===== config.mk =====
export PLATFORM = sky130hd
export DESIGN_NAME = axi4_burst_selftest_master
export DESIGN_NICKNAME = d
export VERILOG_FILES = /design/src/rtl/axi4_burst_selftest_master.sv
export SDC_FILE = /design/constraint.sdc
export NUM_CORES = 1
export LEC_CHECK = 0
export ABC_AREA = 1
export ABC_CLOCK_PERIOD_IN_PS = 3200
export CORE_ASPECT_RATIO = 0.6
export CORE_UTILIZATION = 46
export CTS_BUF_LIST = sky130_fd_sc_hd__clkbuf_2 sky130_fd_sc_hd__clkbuf_4 sky130_fd_sc_hd__clkbuf_8
export CTS_CLUSTER_SIZE = 14
export DETAILED_ROUTE_END_ITERATION = 10
export PLACE_DENSITY = 0.8
export RECOVER_POWER = 100
export REMOVE_ABC_BUFFERS = 1
export SLEW_MARGIN = 20
export SYNTH_ARGS = -nofsm -noshare
export SYNTH_HDL_FRONTEND = slang
export SYNTH_SLANG_ARGS = --single-unit

===== constraint.sdc =====
create_clock -name ACLK -period 3.2 [get_ports ACLK]
set_clock_uncertainty 0.2 [all_clocks]
set_input_delay 0.48 -clock ACLK [delete_from_list [all_inputs] [get_ports ACLK]]
set_output_delay 0.48 -clock ACLK [all_outputs]
set_load 0.005 [all_outputs]

===== src/rtl/axi4_burst_selftest_master.sv =====
// AXI4 burst self-test master: writes a pattern over a memory window,
// reads it back, and reports a saturating error count.
module axi4_burst_selftest_master #(
    parameter int C_M_AXI_DATA_WIDTH = 32,
    parameter int C_M_AXI_ADDR_WIDTH = 32,
    parameter int C_BURST_LEN = 16,
    parameter int C_NUM_BURSTS = 4,
    parameter logic [C_M_AXI_ADDR_WIDTH-1:0] C_TARGET_BASE = 'h4000_0000,
    parameter int C_PATTERN = 0
) (
    input  logic                            ACLK,
    input  logic                            ARESETN,
    input  logic                            INIT_AXI_TXN,
    output logic                            TXN_DONE,
    output logic                            ERROR,
    output logic [15:0]                     ERR_COUNT,
    output logic [C_M_AXI_ADDR_WIDTH-1:0]   M_AXI_AWADDR,
    output logic [7:0]                      M_AXI_AWLEN,
    output logic                            M_AXI_AWVALID,
    input  logic                            M_AXI_AWREADY,
    output logic [C_M_AXI_DATA_WIDTH-1:0]   M_AXI_WDATA,
    output logic [C_M_AXI_DATA_WIDTH/8-1:0] M_AXI_WSTRB,
    output logic                            M_AXI_WLAST,
    output logic                            M_AXI_WVALID,
    input  logic                            M_AXI_WREADY,
    input  logic [1:0]                      M_AXI_BRESP,
    input  logic                            M_AXI_BVALID,
    output logic                            M_AXI_BREADY,
    output logic [C_M_AXI_ADDR_WIDTH-1:0]   M_AXI_ARADDR,
    output logic [7:0]                      M_AXI_ARLEN,
    output logic                            M_AXI_ARVALID,
    input  logic                            M_AXI_ARREADY,
    input  logic [C_M_AXI_DATA_WIDTH-1:0]   M_AXI_RDATA,
    input  logic [1:0]                      M_AXI_RRESP,
    input  logic                            M_AXI_RLAST,
    input  logic                            M_AXI_RVALID,
    output logic                            M_AXI_RREADY
);

    localparam int DW = C_M_AXI_DATA_WIDTH;
    localparam int AW = C_M_AXI_ADDR_WIDTH;
    localparam int NREP = DW / 32;
    localparam int BURST_BYTES = C_BURST_LEN * (DW / 8);
    localparam int BW = $clog2(C_NUM_BURSTS + 1);
    localparam logic [7:0] LEN8 = 8'(C_BURST_LEN - 1);
    localparam logic [31:0] SEED = 32'hACE1_0001;
    localparam logic [31:0] TAPS = 32'h8020_0003;

    typedef enum logic [2:0] {
        S_IDLE, S_WR_ADDR, S_WR_DATA, S_WR_RESP,
        S_RD_ADDR, S_RD_DATA, S_DONE
    } state_t;

    state_t state_q;
    logic init_q;
    logic [BW-1:0] bcnt_q;
    logic [7:0] beat_q;
    logic [31:0] gidx_q;
    logic [31:0] lfsr_q;
    logic [15:0] err_q;
    logic awvalid_q, wvalid_q, bready_q;
    logic arvalid_q, rready_q;
    logic done_q, error_q;

    logic start;
    logic last_beat, last_burst;
    logic [31:0] lfsr_d;
    logic [DW-1:0] pat_d;
    logic [AW-1:0] addr_d;
    logic rd_bad, rlast_bad;
    logic [1:0] rerr_d;
    logic [15:0] err_rd_d;
    logic [15:0] err_b_d;

    function automatic logic [15:0] sat_add(input logic [15:0] c,
                                            input logic [1:0] n);
        logic [16:0] s;
        s = {1'b0, c} + 17'(n);
        return s[16] ? 16'hFFFF : s[15:0];
    endfunction

    assign start = INIT_AXI_TXN & ~init_q;
    assign last_beat = (beat_q == LEN8);
    assign last_burst = (bcnt_q == BW'(C_NUM_BURSTS - 1));
    assign addr_d = C_TARGET_BASE + (AW'(bcnt_q) * AW'(BURST_BYTES));
    assign pat_d = (C_PATTERN == 1) ? {NREP{lfsr_q}}
                                    : DW'(gidx_q + 32'd1);

    // Galois LFSR step, taps x^32+x^22+x^2+x+1
    always_comb begin
        lfsr_d = {1'b0, lfsr_q[31:1]};
        if (lfsr_q[0]) lfsr_d = lfsr_d ^ TAPS;
    end

    // Data/resp miscompare is one error; a wrong RLAST is a second one
    assign rd_bad = (M_AXI_RRESP != 2'b00) || (M_AXI_RDATA != pat_d);
    assign rlast_bad = (M_AXI_RLAST != last_beat);
    assign rerr_d = 2'(rd_bad) + 2'(rlast_bad);
    assign err_rd_d = sat_add(err_q, rerr_d);
    assign err_b_d = sat_add(err_q, 2'(M_AXI_BRESP != 2'b00));

    // Pass sequencer: one burst in flight, valids raised a cycle after entry
    always_ff @(posedge ACLK) begin
        if (!ARESETN) begin
            state_q   <= S_IDLE;
            init_q    <= 1'b0;
            bcnt_q    <= '0;
            beat_q    <= '0;
            gidx_q    <= '0;
            lfsr_q    <= SEED;
            err_q     <= '0;
            awvalid_q <= 1'b0;
            wvalid_q  <= 1'b0;
            bready_q  <= 1'b0;
            arvalid_q <= 1'b0;
            rready_q  <= 1'b0;
            done_q    <= 1'b0;
            error_q   <= 1'b0;
        end else begin
            init_q <= INIT_AXI_TXN;
            unique case (state_q)
                S_IDLE, S_DONE: begin
                    if (start) begin
                        state_q <= S_WR_ADDR;
                        done_q  <= 1'b0;
                        error_q <= 1'b0;
                        err_q   <= '0;
                        bcnt_q  <= '0;
                        beat_q  <= '0;
                        gidx_q  <= '0;
                        lfsr_q  <= SEED;
                    end
                end
                S_WR_ADDR: begin
                    if (!awvalid_q) begin
                        awvalid_q <= 1'b1;
                    end else if (M_AXI_AWREADY) begin
                        awvalid_q <= 1'b0;
                        state_q   <= S_WR_DATA;
                    end
                end
                S_WR_DATA: begin
                    if (!wvalid_q) begin
                        wvalid_q <= 1'b1;
                    end else if (M_AXI_WREADY) begin
                        gidx_q <= gidx_q + 32'd1;
                        lfsr_q <= lfsr_d;
                        if (last_beat) begin
                            wvalid_q <= 1'b0;
                            beat_q   <= '0;
                            bready_q <= 1'b1;
                            state_q  <= S_WR_RESP;
                        end else begin
                            beat_q <= beat_q + 8'd1;
                        end
                    end
                end
                S_WR_RESP: begin
                    if (M_AXI_BVALID && bready_q) begin
                        bready_q <= 1'b0;
                        err_q    <= err_b_d;
                        if (last_burst) begin
                            bcnt_q  <= '0;
                            gidx_q  <= '0;
                            lfsr_q  <= SEED;
                            state_q <= S_RD_ADDR;
                        end else begin
                            bcnt_q  <= bcnt_q + BW'(1);
                            state_q <= S_WR_ADDR;
                        end
                    end
                end
                S_RD_ADDR: begin
                    if (!arvalid_q) begin
                        arvalid_q <= 1'b1;
                    end else if (M_AXI_ARREADY) begin
                        arvalid_q <= 1'b0;
                        rready_q  <= 1'b1;
                        state_q   <= S_RD_DATA;
                    end
                end
                S_RD_DATA: begin
                    if (M_AXI_RVALID && rready_q) begin
                        err_q  <= err_rd_d;
                        gidx_q <= gidx_q + 32'd1;
                        lfsr_q <= lfsr_d;
                        if (last_beat) begin
                            rready_q <= 1'b0;
                            beat_q   <= '0;
                            if (last_burst) begin
                                done_q  <= 1'b1;
                                error_q <= (err_rd_d != 16'd0);
                                state_q <= S_DONE;
                            end else begin
                                bcnt_q  <= bcnt_q + BW'(1);
                                state_q <= S_RD_ADDR;
                            end
                        end else begin
                            beat_q <= beat_q + 8'd1;
                        end
                    end
                end
                default: state_q <= S_IDLE;
            endcase
        end
    end

    assign TXN_DONE      = done_q;
    assign ERROR         = error_q;
    assign ERR_COUNT     = err_q;
    assign M_AXI_AWADDR  = awvalid_q ? addr_d : '0;
    assign M_AXI_AWLEN   = LEN8;
    assign M_AXI_AWVALID = awvalid_q;
    assign M_AXI_WDATA   = wvalid_q ? pat_d : '0;
    assign M_AXI_WSTRB   = '1;
    assign M_AXI_WLAST   = wvalid_q & last_beat;
    assign M_AXI_WVALID  = wvalid_q;
    assign M_AXI_BREADY  = bready_q;
    assign M_AXI_ARADDR  = arvalid_q ? addr_d : '0;
    assign M_AXI_ARLEN   = LEN8;
    assign M_AXI_ARVALID = arvalid_q;
    assign M_AXI_RREADY  = rready_q;

endmodule

* After elaboration in Yosys (flattened, before gate mapping) *
Index checks and enable logic that the tools add are counted.

word-level totals
  register bits = 70
  latch bits = 0
  memory bits (writable) = 0
  memory bits (read-only) = 0
  output and inout bits = 140
  logic and storage cells = 138
  memories kept = 0

cells by class
  $add $sub $neg = 7
  $mul = 0
  div/mod/pow operators = 0
  order comparisons = 0
  equality and inequality tests = 24
  shift-type cells = 0
  mux-type cells = 69
  bitwise gates (word level) = 3
  reduce and logical (&&, ||, !) cells = 22

operators by type and width
  kind                                                  count
  2-to-1 mux 32 bit                                     9
  case mux 32 bit (4 select lines)                      1
  2-to-1 mux 16 bit                                     5
  2-to-1 mux 3 bit                                      18
  case mux 16 bit (3 select lines)                      1
  2-to-1 mux 8 bit                                      5
  adder 31 x 9 -> 32 bit (first input constant)         1
  adder 32 x 1 -> 32 bit (second input constant)        1
  inequality test 32 bit                                1
  inequality test 2 bit (second input constant)         14
  case mux 8 bit (3 select lines)                       1
  2-to-1 mux 1 bit                                      22
  AND reduction 5 bit                                   4
  case mux 3 bit (6 select lines)                       1
  adder 16 x 1 -> 17 bit                                1
  adder 16 x 2 -> 17 bit                                1
  nonzero test 16 bit                                   1
  AND reduction 11 bit                                  1
  nonzero test 2 bit                                    5
  equality test 3 x 2 -> 1 bit (second input constant)  3
  equality test 3 bit (second input constant)           3
  case mux 3 bit (3 select lines)                       1
  adder 8 x 1 -> 8 bit (second input constant)          1
  equality test 8 x 4 -> 1 bit (second input constant)  1
  other kinds (17)                                      23

* Longest topological paths before layout *
  depth in word-level cells = 11
  gate-level depth with buffers = 30
  depth with buffers taken out = 30

* Least setup slack after synthesis *
Ideal clock, no wire load.

  kind = register to register
  start point = reg gidx_q[0]
  end point = reg error_q (netlist: ERROR)
  arrival time = 3.190 ns
  data required time = 2.866 ns
  path slack = -0.324 ns
  cell stages (with the launch flop) = 27
  path buffers = 0
  clock period less this slack = 3.524 ns
  cell sequence = dfxtp_1 ha_1 nand2_1 nor2_2 nand2_1 nor2_4 nand3_1 nand2_1 nand2_1 nand3_1 nor2_1 nand3_1 nor2_1 fa_1 inv_1 ha_1 nand3_1 nor2_1 inv_1 nand2_1 nand2_1 nor2_1 nand3_1 nor2_1 nand3_1 nand2_1 a21oi_1

on the way
  cells in the longest elaborated chain, start to end = 11

RTL lines
  what                             line  source
  start: declaration               58    logic [31:0] gidx_q;
  start signal: assignment         146   gidx_q <= gidx_q + 32'd1;
  start signal: assignment         185   gidx_q <= gidx_q + 32'd1;
  adder 32 x 1 -> 32 bit           87    : DW'(gidx_q + 32'd1);
  inequality test 32 bit           96    assign rd_bad = (M_AXI_RRESP != 2'b00) || (M_AXI_RDATA != pat_d);
  logical OR 1 bit                 96
  adder 1 x 1 -> 2 bit             98    assign rerr_d = 2'(rd_bad) + 2'(rlast_bad);
  adder 16 x 2 -> 17 bit           78    s = {1'b0, c} + 17'(n);
  2-to-1 mux 16 bit                79    return s[16] ? 16'hFFFF : s[15:0];
  nonzero test 16 bit              192   error_q <= (err_rd_d != 16'd0);
  2-to-1 mux 1 bit                 190   if (last_burst) begin
  2-to-1 mux 1 bit                 187   if (last_beat) begin
  2-to-1 mux 1 bit                 183   if (M_AXI_RVALID && rready_q) begin
  case mux 1 bit (2 select lines)  121   unique case (state_q)
  end signal: assignment           192
  end: declaration                 63    logic done_q, error_q;

Every way passes these cells. The select of a mux whose other input is x is not followed.
A chain may end at the register's enable or synchronous reset.

* Worst setup path after layout *
  start point = reg gidx_q[3]
  end point = reg error_q (netlist: ERROR)

The elaborated chain is that of the path after synthesis.

==> flow_metrics.py <==
metrics = {
    "synth": {
        "syn_avg_cell_area_um2": 5.97,
        "synth-edff-count": 0,
        "yosysTopAreaCell": "dfxtp_1",
        "syn-cell-area_um2": 6650,
        "ys_async_sr_fraction_pct": 0,
        "yosys_most_used_dff": "dfxtp_1",
        "synth.yosys.warnings": 0,
        "yosysTopAreaCellShare_pct": 21.1,
        "synth.area.top_cells": "dfxtp_1, nand2_1, buf_4, nor2_1, inv_1",
        "netlist_instances": 1114,
        "synth_seq_cells": 70,
        "synth.distinct_cells": 50,
        "seq_area_frac_synth_pct": 21.1,
    },
    "timing": {
        "drv_slew": 0,
        "min_period_ns": 3.94,
        "hold_viol": 0,
        "rsz0062_at_grt": "true",
        "tightest_slew_ns": 0.975,
        "slew-limit-headroom_pct": 35.0,
        "fin_ws_ns": -0.736,
        "period_share_pct": 123,
        "hold_ws_ns": 0.291,
        "max_clock_freq_mhz": 254,
        "setup_violations": 22,
    },
    "grt": {
        "overflow": 0,
        "use_met1_pct": 45.3,
        "grt.met3_usage_pct": 9.09,
        "grt_pass1_vias": 7511,
        "antenna_found_initial": 0,
        "gr-usage-met2_pct": 48.0,
        "grt_usage_pct": 32.5,
        "grt_first_pass_wirelength_mm": 37.5,
        "top_usage_layer": "met2",
        "grt_max_degree": 34,
    },
    "placed_design": {
        "dp.cells": 1566,
        "place.gp.congestion": 1.02,
        "io_buffers": 108,
        "detailed_place_hpwl_mm": 17.4,
    },
    "drt": {
        "via_per_inst": 5.31,
        "routed_wl_mm": 26.2,
        "vias": 8684,
        "drc_errors": 0,
        "wl_per_cell_um": 16.0,
        "firstDrtPassIters": 6,
        "ant_nets": 0,
        "initialDrtViolationCount": 1033,
    },
    "run_status": {
        "status": "complete, but fails checks",
        "violations": "negative setup slack",
    },
    "layout": {
        "finalNonFillerCells": 1634,
        "n_fill_cell": 1013,
        "syn2layout_area_growth_pct": 53.8,
        "drive_above_1_share_pct": 32.0,
        "antenna_cells": 0,
        "final_cell_mix": "nand2_1, buf_4, inv_1",
        "final_common_cell": "nand2_1",
        "fin_nets": 1492,
    },
    "run": {
        "drv_cap": 0,
    },
    "min_path": {
        "hold_path.class": "reg2reg",
        "hold_depth": 2,
    },
    "clocking": {
        "clock_tree.root_cell": "clkbuf_8",
        "holdBufCountCts": 0,
        "clkLatencyLatePin_ns": 0.38,
        "clock_sinks": 70,
        "cts_max_path_buffers": 2,
        "cts_buffers": 9,
        "h-tree-depth": 3,
        "cts_tree": "built",
        "clkTransAtPathRegs_ns": 0.09,
    },
    "floorplanning": {
        "die_w_um": 157,
        "fp.dieH_um": 95.1,
        "rows": 33,
        "die_area_um2": 15000,
        "initial_core_util_pct": 47.9,
        "core-area_um2": 13900,
        "io-pin-count": 185,
    },
    "setup_path": {
        "cp-end-kind": "register",
        "critPathMaxFanout": 4,
        "r2r_cells": 30,
        "cp.arrival_ns": 3.97,
        "required_ns": 3.24,
        "cp_slowest_stage_delay_ns": 0.36,
        "critPathLaunchType": "register",
        "path_class": "reg2reg",
        "slowest_stage": "dfxtp_2",
        "path_common_cell": "nand2_1",
    },
    "power_and_ir_drop": {
        "power_density_nw_per_um2": 417,
        "irDropWorstVdd_v": 0.000496,
        "p_leak_nw": 4.74,
        "power_w": 0.00427,
    },
}
==> power by group <==
part / switching (W) / internal, W / total, W
Sequential: 0.000251 / 0.00101 / 0.00126
Clock: 0.000388 / 0.000525 / 0.000913
Combinational: 0.00127 / 0.000832 / 0.00210
==> critical path, delay by kind of cell (launching register included) <==
| family | cells | cell delay, ns |
|---|---|---|
| AO/OA/AOI/OAI | 1 | 0.05 |
| flip-flops | 1 | 0.36 |
| adder cells (fa/ha/maj) | 2 | 0.42 |
| buffers and inverters | 6 | 0.62 |
| AND/OR/NAND/NOR | 21 | 2.14 |
==> final timing paths <==
check                 start     to  slack (ns)
hold / removal        ERROR  ERROR        0.29
hold reg to reg       ERROR  ERROR        0.29
setup reg to reg  gidx_q[3]  ERROR       -0.74
setup / recovery  gidx_q[3]  ERROR       -0.74
==> metrics by stage <==
stage | setup WS [ns] | utilization (%) | cell area [um2] | TNS (ns)
global placement | -0.928 | 64.1 | 8890 | -11.96
global route | -0.915 | 73.7 | 10200 | -13.46
detailed placement | -0.960 | 64.1 | 8890 | -12.46
finish | -0.736 | 73.7 | 10200 | -9.86
CTS | -0.505 | 71.8 | 9960 | -6.47
floorplan | -0.379 | - | 6220 | -2.79
==> area by class of cell <==
type	instances	area [um2]	area share (%)
clock buffers	10	131	1.28
inverters	146	568	5.56
well taps	192	240	2.35
flip-flops and latches	70	1430	13.9
clock inverters	6	110	1.08
multi-input cells	874	4840	47.3
repair buffers	336	2910	28.5
==> metal layers <==
| layer | routed length (um) | vias up |
|---|---|---|
| met3 | 3430 | 127 |
| met1 | 10900 | 3924 |
| li1 | - | 4032 |
| met2 | 10800 | 601 |
| met4 | 1050 | 0 |
| met5 | 0 | - |
==> cell families (layout without fill, tap and decap cells) <==
| logic type | after synthesis | count (layout) | synth area share [%] |
|---|---|---|---|
| DFF | 70 | 70 | 21.1 |
| and+or+nand+nor | 631 | 631 | 43.1 |
| adders and majority gates | 10 | 10 | 1.99 |
| xor gates and xnor gates | 14 | 14 | 2.28 |
| other | 2 | 76 | 0.113 |
| AOI/OAI and AO/OA | 143 | 143 | 12.5 |
| buffers and inverters | 244 | 498 | 18.9 |
==> synth_stat cells, types with 5 or more instances <==
cell type and n:
buf_2 5, nand2_1 310, nor3_1 8, a21oi_1 54, a21oi_2 19, nand4_1 8, nor2_1 149, dfxtp_1 70
nor2_2 8, inv_2 11, a22oi_1 6, ha_1 9, nand2_2 8, nand3_1 91, o21ai_1 10, inv_1 132
nand3_2 19, buf_4 78, nand3b_1 11, clkbuf_1 12, xor2_1 9, o21ai_0 41
==> repair_timing <==
item | 4_1_cts | 5_1_grt
gates resized for setup | 145 | 80
pin swaps | 73 | 43
buffers inserted | 56 | 7
endpoints found under the setup margin | 22 | 33
cloned | 0 | 0
==> sequential cells by signal (all words and copies together), names as in the netlist <==
signal         count
M_AXI_ARVALID      1
bcnt_q             3
M_AXI_BREADY       1
TXN_DONE           1
state_q            3
M_AXI_AWVALID      1
ERROR              1
ERR_COUNT         16
init_q             1
gidx_q            32
beat_q             8
M_AXI_RREADY       1
M_AXI_WVALID       1
Power figures use the tool's default switching activity.
